**src/rtl/instr_encoder.sv**
```systemverilog
// instr_encoder: encodes ALU requests into R-type words and buffers them in a DEPTH-entry FIFO
module instr_encoder #(
  parameter int DEPTH = 4
) (
  input  logic                       clk,
  input  logic                       rst,
  input  logic                       req_valid,
  output logic                       req_ready,
  input  logic [2:0]                 req_op,
  input  logic [4:0]                 req_rs,
  input  logic [4:0]                 req_rt,
  input  logic [4:0]                 req_rd,
  output logic                       instr_valid,
  input  logic                       instr_ready,
  output logic [31:0]                instr,
  output logic                       err,
  output logic [$clog2(DEPTH):0]     count,
  output logic [15:0]                issued
);
  localparam int AW = $clog2(DEPTH);
  logic [31:0] mem [DEPTH];
  logic [AW-1:0] wp, rp;
  logic [5:0] func;
  logic legal, acc, push, pop;
  always_comb begin
    func  = req_op == 3'd0 ? 6'b000001 :
            req_op == 3'd1 ? 6'b010001 :
            req_op == 3'd2 ? 6'b001001 :
            req_op == 3'd3 ? 6'b101001 : 6'b010101;
    legal = req_op < 3'd5;
    acc   = req_valid && req_ready;
    push  = acc && legal;
    pop   = instr_valid && instr_ready;
  end
  assign req_ready   = count < (AW+1)'(DEPTH);
  assign instr_valid = count != '0;
  assign instr       = instr_valid ? mem[rp] : '0;
  always_ff @(posedge clk)
    if (push) mem[wp] <= {6'b0, req_rs, req_rt, req_rd, 5'b0, func};
  always_ff @(posedge clk) begin
    if (rst) begin
      wp     <= '0;
      rp     <= '0;
      count  <= '0;
      err    <= 1'b0;
      issued <= '0;
    end else begin
      wp     <= wp + AW'(push);
      rp     <= rp + AW'(pop);
      count  <= count + (AW+1)'(push) - (AW+1)'(pop);
      err    <= acc && !legal;
      issued <= issued + 16'(pop);
    end
  end
endmodule

```
**config.mk**
```make
export PLATFORM = sky130hd
export DESIGN_NAME = instr_encoder
export DESIGN_NICKNAME = d
export VERILOG_FILES = /design/src/rtl/instr_encoder.sv
export SDC_FILE = /design/constraint.sdc
export NUM_CORES = 1
export LEC_CHECK = 0
export CAP_MARGIN = 20
export CORE_MARGIN = 2
export CORE_UTILIZATION = 25
export DETAILED_ROUTE_END_ITERATION = 10
export PLACE_DENSITY = 0.43
export SLEW_MARGIN = 20
export SYNTH_ARGS = -nofsm -noshare
export SYNTH_HDL_FRONTEND = slang
export SYNTH_SLANG_ARGS = --single-unit
```
**constraint.sdc**
```tcl
create_clock -name clk -period 6.4 [get_ports clk]
set_input_delay 1.28 -clock clk [delete_from_list [all_inputs] [get_ports clk]]
set_output_delay 1.28 -clock clk [all_outputs]
set_load 0.05 [all_outputs]
```
* After elaboration in Yosys (flattened, before gate mapping)
Memories as Yosys holds them, arrays and structs flattened. A register that Yosys moved wholly into a read port is not among the register bits.
Index checks and enable logic that the tools add are counted.
** Word-level totals
- Bits in registers :: 24
- Memory bits (writable) :: 84
- Input bits :: 22
- Output and inout port bits :: 54
- Logic and storage cells :: 31
- Memories :: 1
** Operators by class
- Add/sub/neg operators :: 5
- $lt $le $gt $ge :: 2
- Equal/unequal tests :: 3
- Muxes and demuxes :: 8
- Reduce and logical (&&, ||, !) cells :: 7
** Memories
- mem :: depth 4, bits a word 21, read ports 1, clocked after memory_dff 1, write ports 1, RTL line 21 : logic [31:0] mem [DEPTH];
** Operators with widths (count)
- 32-bit two-way mux :: 1
- 6-bit two-way mux :: 4
- 16-bit by 1-bit adder with 16-bit output :: 1
- 3-bit by 2-bit == test with 1-bit output, second input constant :: 2
- 3-bit less-than comparator, second input constant :: 2
- 2-bit by 1-bit adder with 2-bit output :: 2
- 1-bit logical AND :: 4
- 3-bit by 1-bit adder with 3-bit output :: 1
- 3-bit by 1-bit == test with 1-bit output, second input constant :: 1
- 3-bit logical NOT :: 1
- 3-bit nonzero test :: 1
- 3-bit by 1-bit subtractor with 3-bit output :: 1
- 1-bit two-way mux :: 2
- 2-bit two-way mux :: 1
- 1-bit logical NOT :: 1

* Logic depth before layout (Yosys ltp)
Gate-level depths: netlist of the first run.
- Depth after elaboration :: 5
- Gate-level depth with buffers :: 9
- Gate-level depth less buffers :: 9

* Worst setup path after synthesis of the first run
No wires, ideal clock.
- Kind :: input-to-reg
- Start point :: input port req_op[1]
- End point :: memory mem[1][10] (netlist name), enable pin
- Setup time :: 423 ps
- Data arrival time :: 3143 ps
- Required time :: 5977 ps
- Setup slack :: 2834 ps
- Cell stages on the path :: 3
- Path buffers :: 0
- Cell sequence :: o21ai_0 nand3_1 nor3b_1
** Between the ends
- Longest elaborated chain between the ends :: 4
** RTL lines
- start, declared :: RTL line 9 : input logic [2:0] req_op,
- 3-bit less-than comparator :: RTL line 30 : legal = req_op < 3'd5;
- 1-bit logical AND :: RTL line 32 : push = acc && legal;
- 1-bit two-way mux :: RTL line 39 : if (push) mem[wp] <= {6'b0, req_rs, req_rt, req_rd, 5'b0, func};
- 1-bit two-way mux (implied by the code) :: RTL line 39
- end, declared :: RTL line 21
No other way between the ends.

==> flow_metrics.py, run 1 <==
metrics = {
    "die": {
        "design.die.area_mm2": 0.0173,
        "die_w_um": 131,
        "initial_utilization_pct": 25.5,
        "floorplan.io_pins": 76,
        "design.core.area_mm2": 0.0159,
        "site_row_count": 46,
        "die-height_um": 131,
    },
    "cts": {
        "tritoncts.num_buffers": 9,
        "cts-htree-levels": 3,
        "cts-hold-fix-buffers": 0,
        "worst_setup_hold_path_clk_slew_ns": 0.07,
        "clk-insertion-delay-late_ns": 0.34,
        "clock_tree.buffer_depth": 2,
        "clock_tree.root_cell": "sky130_fd_sc_hd__clkbuf_16",
        "clock_sinks": 100,
        "cts_post_setup_buffers_inserted": 0,
        "post_cts_resize_count": 0,
        "cts_tree": "done",
    },
    "timing": {
        "worst-slew-pin-transition_ns": 0.985,
        "period_minus_slack_ns": 3.93,
        "rsz0062_at_grt": "false",
        "hold_viol_final": 0,
        "max_clock_freq_mhz": 255,
        "maxSlewHeadroom_pct": 34.1,
        "fin_crit_sh_pct": 61.3,
        "clock-skew-final_ns": 0.00958,
        "setup_viol": 0,
        "finalSetupTns_ns": 0,
        "slew_viol_final": 0,
    },
    "drt": {
        "wire_per_inst_um": 15.0,
        "dr.first_iter.drc_count": 105,
        "vias_per_cell": 4.13,
        "routed_wirelength_um": 8130,
        "detail_route.drc_violations": 0,
        "dr_total_vias": 2242,
        "ant_nets": 0,
        "detailedRoute.firstPassIterationCount": 4,
    },
    "critical_path": {
        "worst_setup_path_end_kind": "primary output",
        "crit_type": "reg2out",
        "crit_required_ns": 5.12,
        "crit_slowest_cell": "sky130_fd_sc_hd__dfxtp_2",
        "slowest_delay_ns": 0.84,
        "critPathArrivalTime_ns": 2.65,
        "worstPathCellList": "mux4_2, and2_1, clkdlybuf4s50_1",
        "ff2ff_path_depth": 9,
        "critical_path.startpoint_type": "flip-flop",
        "crit_fanout": 21,
    },
    "global_routing": {
        "global_route_wire_length_before_repair_um": 12900,
        "grt_pass1_vias": 2337,
        "antenna_found_initial": 0,
        "grt_start_max_net_pins": 25,
        "grt_overflow_total": 0,
        "grtUsageTotal_pct": 9.79,
    },
    "synthesis": {
        "synthSimpleGateAreaFrac_pct": 10.5,
        "post_synth_inst_count": 256,
        "synth_top_family_by_area": "simple AND/OR/NAND/NOR gates",
        "synth_area_in_compound_gates_pct": 1.63,
        "synthesis.area_per_instance_um2": 15.8,
        "synthesis.area_mm2": 0.00406,
        "adder_cell_fraction_of_synth_area_pct": 1.42,
        "muxShareOfSynthArea_pct": 10.5,
        "post_synth_xor_area_fraction_pct": 3.89,
        "synth.yosys.seq_area_share_pct": 68.1,
        "yosysUniqueCellTypes": 34,
        "number_of_warnings_issued_by_yosys": 0,
        "yosys_register_bits": 100,
    },
    "job": {
        "drv.max_cap_violation_count": 0,
    },
    "power": {
        "cellPowerDensity_mw_per_mm2": 412,
        "vdd_drop_max_uv": 171,
        "static-leakage-power_nw": 1.69,
        "finalPower_mw": 2.14,
    },
    "cells_and_area": {
        "area_growth_syn_to_layout_pct": 28.2,
        "fraction_of_layout_cells_with_a_size_suffix_above_1_pct": 13.8,
        "layout.nets": 348,
        "insertedDiodeCount": 0,
    },
    "hold_path": {
        "worstHoldPathCells": 2,
        "hp-class": "reg2reg",
    },
    "outcome": {
        "outcome": "complete, no violations",
    },
    "place": {
        "finalWeightedCongestion": 0.693,
        "detailedPlacementHpwl_um": 5060,
        "port-buffer-count": 63,
    },
}
==> registers in the layout (all words and copies together), names as in the netlist <==
register  cells
count         3
issued       16
wp            2
err           1
rp            2
mem          76
==> synthesized netlist by cell type <==
cell,n,area (um^2)
sky130_fd_sc_hd__nand4_1,3,18.8
sky130_fd_sc_hd__nand2_1,9,33.8
sky130_fd_sc_hd__xor2_1,10,87.6
sky130_fd_sc_hd__nand3_1,6,30.0
sky130_fd_sc_hd__dfxtp_1,24,480
sky130_fd_sc_hd__or3_1,3,18.8
sky130_fd_sc_hd__nor4_1,1,6.26
sky130_fd_sc_hd__a21o_1,1,7.51
sky130_fd_sc_hd__o31a_1,1,8.76
sky130_fd_sc_hd__mux4_2,19,428
sky130_fd_sc_hd__ha_1,3,37.5
sky130_fd_sc_hd__or4_1,1,7.51
sky130_fd_sc_hd__nor3b_1,1,7.51
sky130_fd_sc_hd__a21oi_1,3,15.0
sky130_fd_sc_hd__o21ai_0,3,15.0
sky130_fd_sc_hd__o31ai_1,1,7.51
sky130_fd_sc_hd__o31ai_2,1,12.5
sky130_fd_sc_hd__xnor2_1,8,70.1
sky130_fd_sc_hd__nor3_1,1,5.00
sky130_fd_sc_hd__nor4b_1,1,8.76
sky130_fd_sc_hd__clkbuf_1,7,26.3
sky130_fd_sc_hd__buf_2,2,10.0
sky130_fd_sc_hd__nor2_1,18,67.6
sky130_fd_sc_hd__and3_1,3,18.8
sky130_fd_sc_hd__inv_1,5,18.8
sky130_fd_sc_hd__buf_4,13,97.6
sky130_fd_sc_hd__and2_1,21,131
sky130_fd_sc_hd__fa_1,1,20.0
sky130_fd_sc_hd__and4_1,3,26.3
sky130_fd_sc_hd__conb_1,1,3.75
sky130_fd_sc_hd__nor2b_1,4,25.0
sky130_fd_sc_hd__or4_4,1,11.3
sky130_fd_sc_hd__or3_4,1,11.3
sky130_fd_sc_hd__edfxtp_1,76,2280
==> critical path: cells and delay by family (launching register included) <==
kind	cells	cell delay, ns
buffers and inverters	1	0.69
and+or+nand+nor	1	0.17
DFF	1	0.84
muxes	1	0.60
==> metal layers <==
| metal | track usage, % | vias up | part of all wire, % |
|---|---|---|---|
| met5 | 0 | - | 0 |
| met4 | 3.08 | 0 | 1.1 |
| met3 | 3.13 | 6 | 6.0 |
| met2 | 15.8 | 68 | 48 |
| met1 | 12.6 | 1108 | 45 |
| li1 | - | 1060 | - |
==> area by class of cell <==
class	instances	area, um^2
inverters	5	18.8
multi-input cells	140	1200
fillers	1590	10700
clock inverters	6	57.6
well taps	216	270
flip-flops and latches	100	2760
clock buffers	10	229
repair buffers	66	661
==> metrics by stage <==
step,cells,utilization (%),setup WS [ns],hold WS (ns),instance area [um^2]
after floorplan,267,-,2.83,0.529,4100
after global placement,526,30.8,2.58,0.485,4890
after detailed placement,526,30.8,2.69,0.482,4900
after CTS,542,32.6,2.32,0.496,5190
after global routing,543,32.7,2.30,0.517,5200
final,543,32.7,2.47,0.493,5200
==> worst paths after layout <==
check / startpoint / end / slack (ns)
min reg2reg: issued[15]$_SDFF_PP0_ / issued[15]$_SDFF_PP0_ / 0.49
min: issued[15]$_SDFF_PP0_ / issued[15]$_SDFF_PP0_ / 0.49
max reg2reg: count[2]$_SDFF_PP0_ / count[2]$_SDFF_PP0_ / 4.22
max: rp[0]$_SDFF_PP0_ / instr[16] / 2.47
==> cells in the final DEF (no fill, tap or decap), types with 9 or more instances in the layout <==
cell type,Yosys,routed
sky130_fd_sc_hd__nor2_1,18,17
sky130_fd_sc_hd__conb_1,1,12
sky130_fd_sc_hd__dfxtp_1,24,23
sky130_fd_sc_hd__xor2_1,10,10
sky130_fd_sc_hd__mux4_2,19,19
sky130_fd_sc_hd__edfxtp_1,76,76
sky130_fd_sc_hd__nand2_1,9,9
sky130_fd_sc_hd__clkbuf_16,0,9
sky130_fd_sc_hd__and2_1,21,21
sky130_fd_sc_hd__clkdlybuf4s50_1,0,63
==> where the power goes <==
part | leakage, nW | internal (mW) | switching, mW
sequential | 0.886 | 0.743 | 0.0618
combinational | 0.660 | 0.312 | 0.507
clock | 0.141 | 0.272 | 0.246
==> cells by family after synthesis <==
family	count (synthesis)
AOI/OAI and AO/OA	10
xor gates and xnor gates	18
adders and majority gates	4
buffers and inverters	27
DFF	100
muxes	19
other	1
and+or+nand+nor	77
No activity file was read; power rests on OpenSTA's default activity.
==> run 2, diff against run 1 <==
Settings changed: PLACE_DENSITY 0.43 to 0.45.
Clock period 6.4 ns to 3.44 ns, I/O delays scaled along.
==> run 2 against run 1 <==
Cell area increased by 0.84%. Highest routed layer unchanged. Count of clock-buffer cells in the layout increased by 1. Hold slack improved by 0.011 ns.
==> flow_metrics.py, run 2 (synthesized netlist as in run 1, its figures left out) <==
metrics = {
    "cells_and_area": {
        "area_growth_syn_to_layout_pct": 29.3,
        "count_of_filler_cells_inserted_in_the_layout": 1586,
        "insertedDiodeCount": 0,
        "regArea_mm2": 0.00276,
        "layoutNonFillerInstCount": 550,
        "largestRegisters": "mem x76, issued x16, count x3",
        "fraction_of_layout_cells_with_a_size_suffix_above_1_pct": 14.7,
        "layout.nets": 355,
        "layout_common_cells": "76 x sky130_fd_sc_hd__edfxtp_1, 63 x sky130_fd_sc_hd__clkdlybuf4s50_1, 23 x sky130_fd_sc_hd__dfxtp_1",
        "mostFrequentLayoutCell": "sky130_fd_sc_hd__edfxtp_1",
        "top_register": "mem",
        "largest_reg_flops": 76,
        "multiInputGateArea_mm2": 0.00119,
    },
    "critical_path": {
        "critPathArrivalTime_ns": 2.35,
        "crit_fanout": 10,
        "crit_required_ns": 2.75,
        "critical_path.startpoint_type": "flip-flop",
        "worst_setup_path_end_kind": "primary output",
        "crit_type": "reg2out",
    },
    "die": {
        "floorplan.io_pins": 76,
        "design.die.area_mm2": 0.0173,
        "die-height_um": 131,
        "design.core.area_mm2": 0.0159,
        "die_w_um": 131,
        "site_row_count": 46,
        "initial_utilization_pct": 25.5,
    },
    "drt": {
        "wire_per_inst_um": 15.2,
        "vias_per_cell": 4.08,
        "ant_nets": 0,
        "dr_total_vias": 2245,
        "detail_route.drc_violations": 0,
        "dr.first_iter.drc_count": 120,
        "routed_wirelength_um": 8370,
        "detailedRoute.firstPassIterationCount": 4,
    },
    "timing": {
        "slew_viol_final": 0,
        "worst-slew-pin-transition_ns": 0.517,
        "fin_crit_sh_pct": 88.2,
        "setup_viol": 0,
        "period_minus_slack_ns": 3.03,
        "max_clock_freq_mhz": 330,
        "finalSetupTns_ns": 0,
        "maxSlewHeadroom_pct": 65.4,
        "rsz0062_at_grt": "false",
        "setup_slack_ns": 0.406,
        "hold_viol_final": 0,
        "clock-skew-final_ns": 0.00950,
    },
    "cts": {
        "clock_tree.buffer_depth": 2,
        "worst_setup_hold_path_clk_slew_ns": 0.07,
        "cts-htree-levels": 3,
        "clock_tree.root_cell": "sky130_fd_sc_hd__clkbuf_16",
        "cts_tree": "done",
        "tritoncts.num_buffers": 9,
        "clock_sinks": 100,
        "cts-hold-fix-buffers": 0,
        "clk-insertion-delay-late_ns": 0.34,
        "post_cts_resize_count": 0,
        "cts_post_setup_buffers_inserted": 0,
    },
    "place": {
        "port-buffer-count": 63,
        "detailedPlacementHpwl_um": 5360,
        "dp_cells": 534,
        "finalWeightedCongestion": 0.668,
        "dpl_worst_slack_ns": 0.427,
    },
    "global_routing": {
        "antenna_found_initial": 0,
        "grt_pass1_vias": 2427,
        "grtUsageTotal_pct": 10.2,
        "grt_start_max_net_pins": 25,
        "global_route_wire_length_before_repair_um": 13300,
        "grt_overflow_total": 0,
    },
    "power": {
        "static-leakage-power_nw": 1.72,
        "cellPowerDensity_mw_per_mm2": 772,
        "vdd_drop_max_uv": 407,
    },
    "job": {
        "drv.max_cap_violation_count": 0,
    },
    "hold_path": {
        "hp-class": "reg2reg",
    },
    "outcome": {
        "outcome": "complete, no violations",
    },
}
## run 2: cell count changes in the layout (fill, tap and decap cells not counted)
cell and change:
sky130_fd_sc_hd__buf_8 -1, sky130_fd_sc_hd__inv_6 +2, sky130_fd_sc_hd__and3_1 +1, sky130_fd_sc_hd__nor2_2 +1, sky130_fd_sc_hd__clkbuf_1 +1, sky130_fd_sc_hd__bufinv_16 +1, sky130_fd_sc_hd__nor2_4 -1, sky130_fd_sc_hd__inv_8 -2
sky130_fd_sc_hd__buf_4 +8, sky130_fd_sc_hd__clkinv_1 +1, sky130_fd_sc_hd__clkinvlp_4 +1, sky130_fd_sc_hd__clkinv_4 -4, sky130_fd_sc_hd__and3_2 -1
## run 2: per-layer routing
metal	wire, um	track usage (%)
met1	3730	12.3
met2	4050	17.2
met3	514	3.94
met4	69	3.08
met5	0	0
## run 2: path summary, 6_finish.rpt
kind                          from                     to  slack (ns)  cells after the start
min          issued[15]$_SDFF_PP0_  issued[15]$_SDFF_PP0_        0.50                      2
max               rp[0]$_SDFF_PP0_              instr[25]        0.41                      4
max reg2reg    count[2]$_SDFF_PP0_    count[2]$_SDFF_PP0_        1.27                      9
min reg2reg  issued[15]$_SDFF_PP0_  issued[15]$_SDFF_PP0_        0.50                      2
## run 2: area by class of cell
type	instances	share of cell area (%)
sequential	100	52.7
multi-input combinational	140	22.8
timing repair buffer	73	13.5
tap	216	5.15
clock buffer	11	4.44
clock inverter	5	1.12
inverter	5	0.358
## run 2: critical path, cell delays in order (launching register included)
cell and delay, ns:
sky130_fd_sc_hd__dfxtp_2 0.32, sky130_fd_sc_hd__buf_4 0.24, sky130_fd_sc_hd__mux4_2 0.53, sky130_fd_sc_hd__and2_1 0.20, sky130_fd_sc_hd__clkdlybuf4s50_1 0.70
## run 2: where the power goes
part | leakage [nW] | switching, mW | internal (mW)
Combinational | 0.695 | 1.02 | 0.603
Clock | 0.138 | 0.419 | 0.567
Sequential | 0.886 | 0.0593 | 1.38
## run 2: metrics by stage
stage	util, %	cell area [um^2]	hold slack, ns	power [mW]
3_3_place_gp	31.2	4950	0.482	3.11
2_1_floorplan	-	4100	0.529	2.60
5_1_grt	33.0	5250	0.555	4.23
6_report	33.0	5250	0.504	4.05
3_5_place_dp	31.2	4950	0.487	3.12
4_1_cts	33.0	5250	0.505	4.12
==> run 3, diff against run 2 <==
Settings changed: CORE_MARGIN 2 to 3.
==> run 3 against run 2 <==
Core utilization grew 0.81 points. Via count up 0.27%. Register-to-register slack better by 0.04 ns. First-iteration DRC count rose by 23%. Cell count fell by 1.3%. Die area grew 3.1%. Power up 0.83%. Critical endpoint is now instr[2]. Largest power group unchanged.
==> flow_metrics.py, run 3 (synthesized netlist as in run 1, its figures left out) <==
metrics = {
    "outcome": {
        "outcome": "complete, no violations",
    },
    "cells_and_area": {
        "insertedDiodeCount": 0,
        "layout.nets": 353,
        "mostFrequentLayoutCell": "sky130_fd_sc_hd__edfxtp_1",
        "top_register": "mem",
        "layout_common_cells": "76 x sky130_fd_sc_hd__edfxtp_1, 63 x sky130_fd_sc_hd__clkdlybuf4s50_1, 23 x sky130_fd_sc_hd__dfxtp_1",
        "area_growth_syn_to_layout_pct": 29.6,
        "largest_reg_flops": 76,
        "fraction_of_layout_cells_with_a_size_suffix_above_1_pct": 15.1,
        "largestRegisters": "mem x76, issued x16, count x3",
        "stdcell_area_mm2": 0.00526,
    },
    "drt": {
        "route.layer.met1.wl_um": 3730,
        "routed_wirelength_um": 8290,
        "route.met2.wl_um": 3950,
        "dr_total_vias": 2251,
        "ant_nets": 0,
        "detail_route.drc_violations": 0,
        "wire_per_inst_um": 15.3,
        "dr.first_iter.drc_count": 147,
        "top_layer_used": "met5",
        "vias_per_cell": 4.15,
        "detailedRoute.firstPassIterationCount": 4,
        "wl_met3_um": 478,
    },
    "place": {
        "detailedPlacementHpwl_um": 5240,
        "instance_area_at_placement_mm2": 0.00496,
        "port-buffer-count": 63,
        "finalWeightedCongestion": 0.694,
    },
    "cts": {
        "cts-htree-levels": 3,
        "clk-insertion-delay-late_ns": 0.34,
        "cts_post_setup_buffers_inserted": 0,
        "clock_tree.root_cell": "sky130_fd_sc_hd__clkbuf_16",
        "tritoncts.num_buffers": 9,
        "cts_tree": "done",
        "cts-hold-fix-buffers": 0,
        "clock_sinks": 100,
        "clock_tree.buffer_depth": 2,
        "worst_setup_hold_path_clk_slew_ns": 0.07,
        "post_cts_resize_count": 0,
    },
    "global_routing": {
        "grt_start_max_net_pins": 22,
        "antenna_found_initial": 1,
        "grt_overflow_total": 0,
        "grt_pass1_vias": 2344,
        "global_route_wire_length_before_repair_um": 13200,
        "grtUsageTotal_pct": 9.69,
    },
    "critical_path": {
        "crit_type": "reg2out",
        "crit_required_ns": 2.75,
        "critPathArrivalTime_ns": 2.34,
        "r2r_slack_ns": 1.31,
        "worst_r2r_endpoint": "count[2]$_SDFF_PP0_",
        "critical_path.startpoint_type": "flip-flop",
        "r2r_start": "count[2]$_SDFF_PP0_",
        "worst_setup_path_end_kind": "primary output",
        "crit_fanout": 19,
        "ff2ff_path_depth": 9,
    },
    "hold_path": {
        "hold_path_startpoint": "issued[15]$_SDFF_PP0_",
        "hp-class": "reg2reg",
        "endpoint_of_the_worst_hold_timing_path": "issued[15]$_SDFF_PP0_",
        "worstHoldPathCells": 2,
    },
    "die": {
        "design.core.area_mm2": 0.0155,
        "initial_utilization_pct": 26.1,
        "site_row_count": 45,
        "die_w_um": 133,
        "design.die.area_mm2": 0.0178,
        "floorplan.io_pins": 76,
        "die-height_um": 133,
    },
    "timing": {
        "slew_viol_final": 0,
        "worst-slew-pin-transition_ns": 0.502,
        "clock-skew-final_ns": 0.00543,
        "maxSlewHeadroom_pct": 66.4,
        "setup_viol": 0,
        "finalSetupTns_ns": 0,
        "fin_crit_sh_pct": 88.1,
        "period_minus_slack_ns": 3.03,
        "max_clock_freq_mhz": 330,
        "hold_viol_final": 0,
        "rsz0062_at_grt": "false",
    },
    "power": {
        "static-leakage-power_nw": 1.72,
        "cellPowerDensity_mw_per_mm2": 776,
        "vdd_drop_max_uv": 425,
    },
    "job": {
        "drv.max_cap_violation_count": 0,
    },
}
[run 3: cell types whose count changed in the layout (fill, tap and decap cells not counted), sizes merged]
cell / delta
buf: -2
clkbuf: -2
clkinv: +2
[run 3: how the worst max path moves through the flow]
stage / start / cells after the start / end / slack [ns]
after floorplan: count[2]$_SDFF_PP0_ / 3 / mem[1][10]$_DFFE_PP_ / 0.35
after global placement: req_op[2] / 10 / count[2]$_SDFF_PP0_ / 0.50
after detailed placement: req_op[2] / 10 / count[2]$_SDFF_PP0_ / 0.43
after CTS: rp[0]$_SDFF_PP0_ / 4 / instr[2] / 0.35
after global routing: rp[0]$_SDFF_PP0_ / 4 / instr[2] / 0.30
final: rp[0]$_SDFF_PP0_ / 4 / instr[2] / 0.41
[run 3: power breakdown]
group          switching [mW]  leakage, nW  internal (mW)
Clock                   0.442        0.146          0.568
Combinational            1.01        0.691          0.612
Sequential             0.0663        0.886           1.38
[run 3: area by class of cell]
cell class,instances,area (um^2)
Sequential cell,100,2760
Fill cell,1522,10300
Multi-Input combinational cell,140,1190
Clock buffer,9,225
Inverter,5,18.8
Tap cell,211,264
Clock inverter,7,73.8
Timing Repair Buffer,71,716
[run 3: through the flow]
step                      utilization, %  setup slack, ns  power (mW)  hold WS, ns  std cells
after floorplan                        -            0.345        2.60        0.529        267
after global placement              31.9            0.495        3.14        0.481        527
after detailed placement            31.9            0.430        3.14        0.487        527
after CTS                           33.8            0.345        4.16        0.504        543
after global routing                33.8            0.298        4.27        0.523        543
final                               33.8            0.409        4.08        0.503        543
[run 3: metal layers]
| metal | vias up | global-route usage (%) |
|---|---|---|
| met5 | - | 0 |
| met4 | 2 | 3.09 |
| met3 | 12 | 3.21 |
| met2 | 69 | 15.7 |
| met1 | 1106 | 12.4 |
| li1 | 1062 | - |
[run 3: worst max-delay path, stage by stage, from the launching register on]
cell and delay (ns):
sky130_fd_sc_hd__dfxtp_2 0.37, sky130_fd_sc_hd__buf_12 0.20, sky130_fd_sc_hd__mux4_2 0.53, sky130_fd_sc_hd__and2_1 0.19
sky130_fd_sc_hd__clkdlybuf4s50_1 0.70
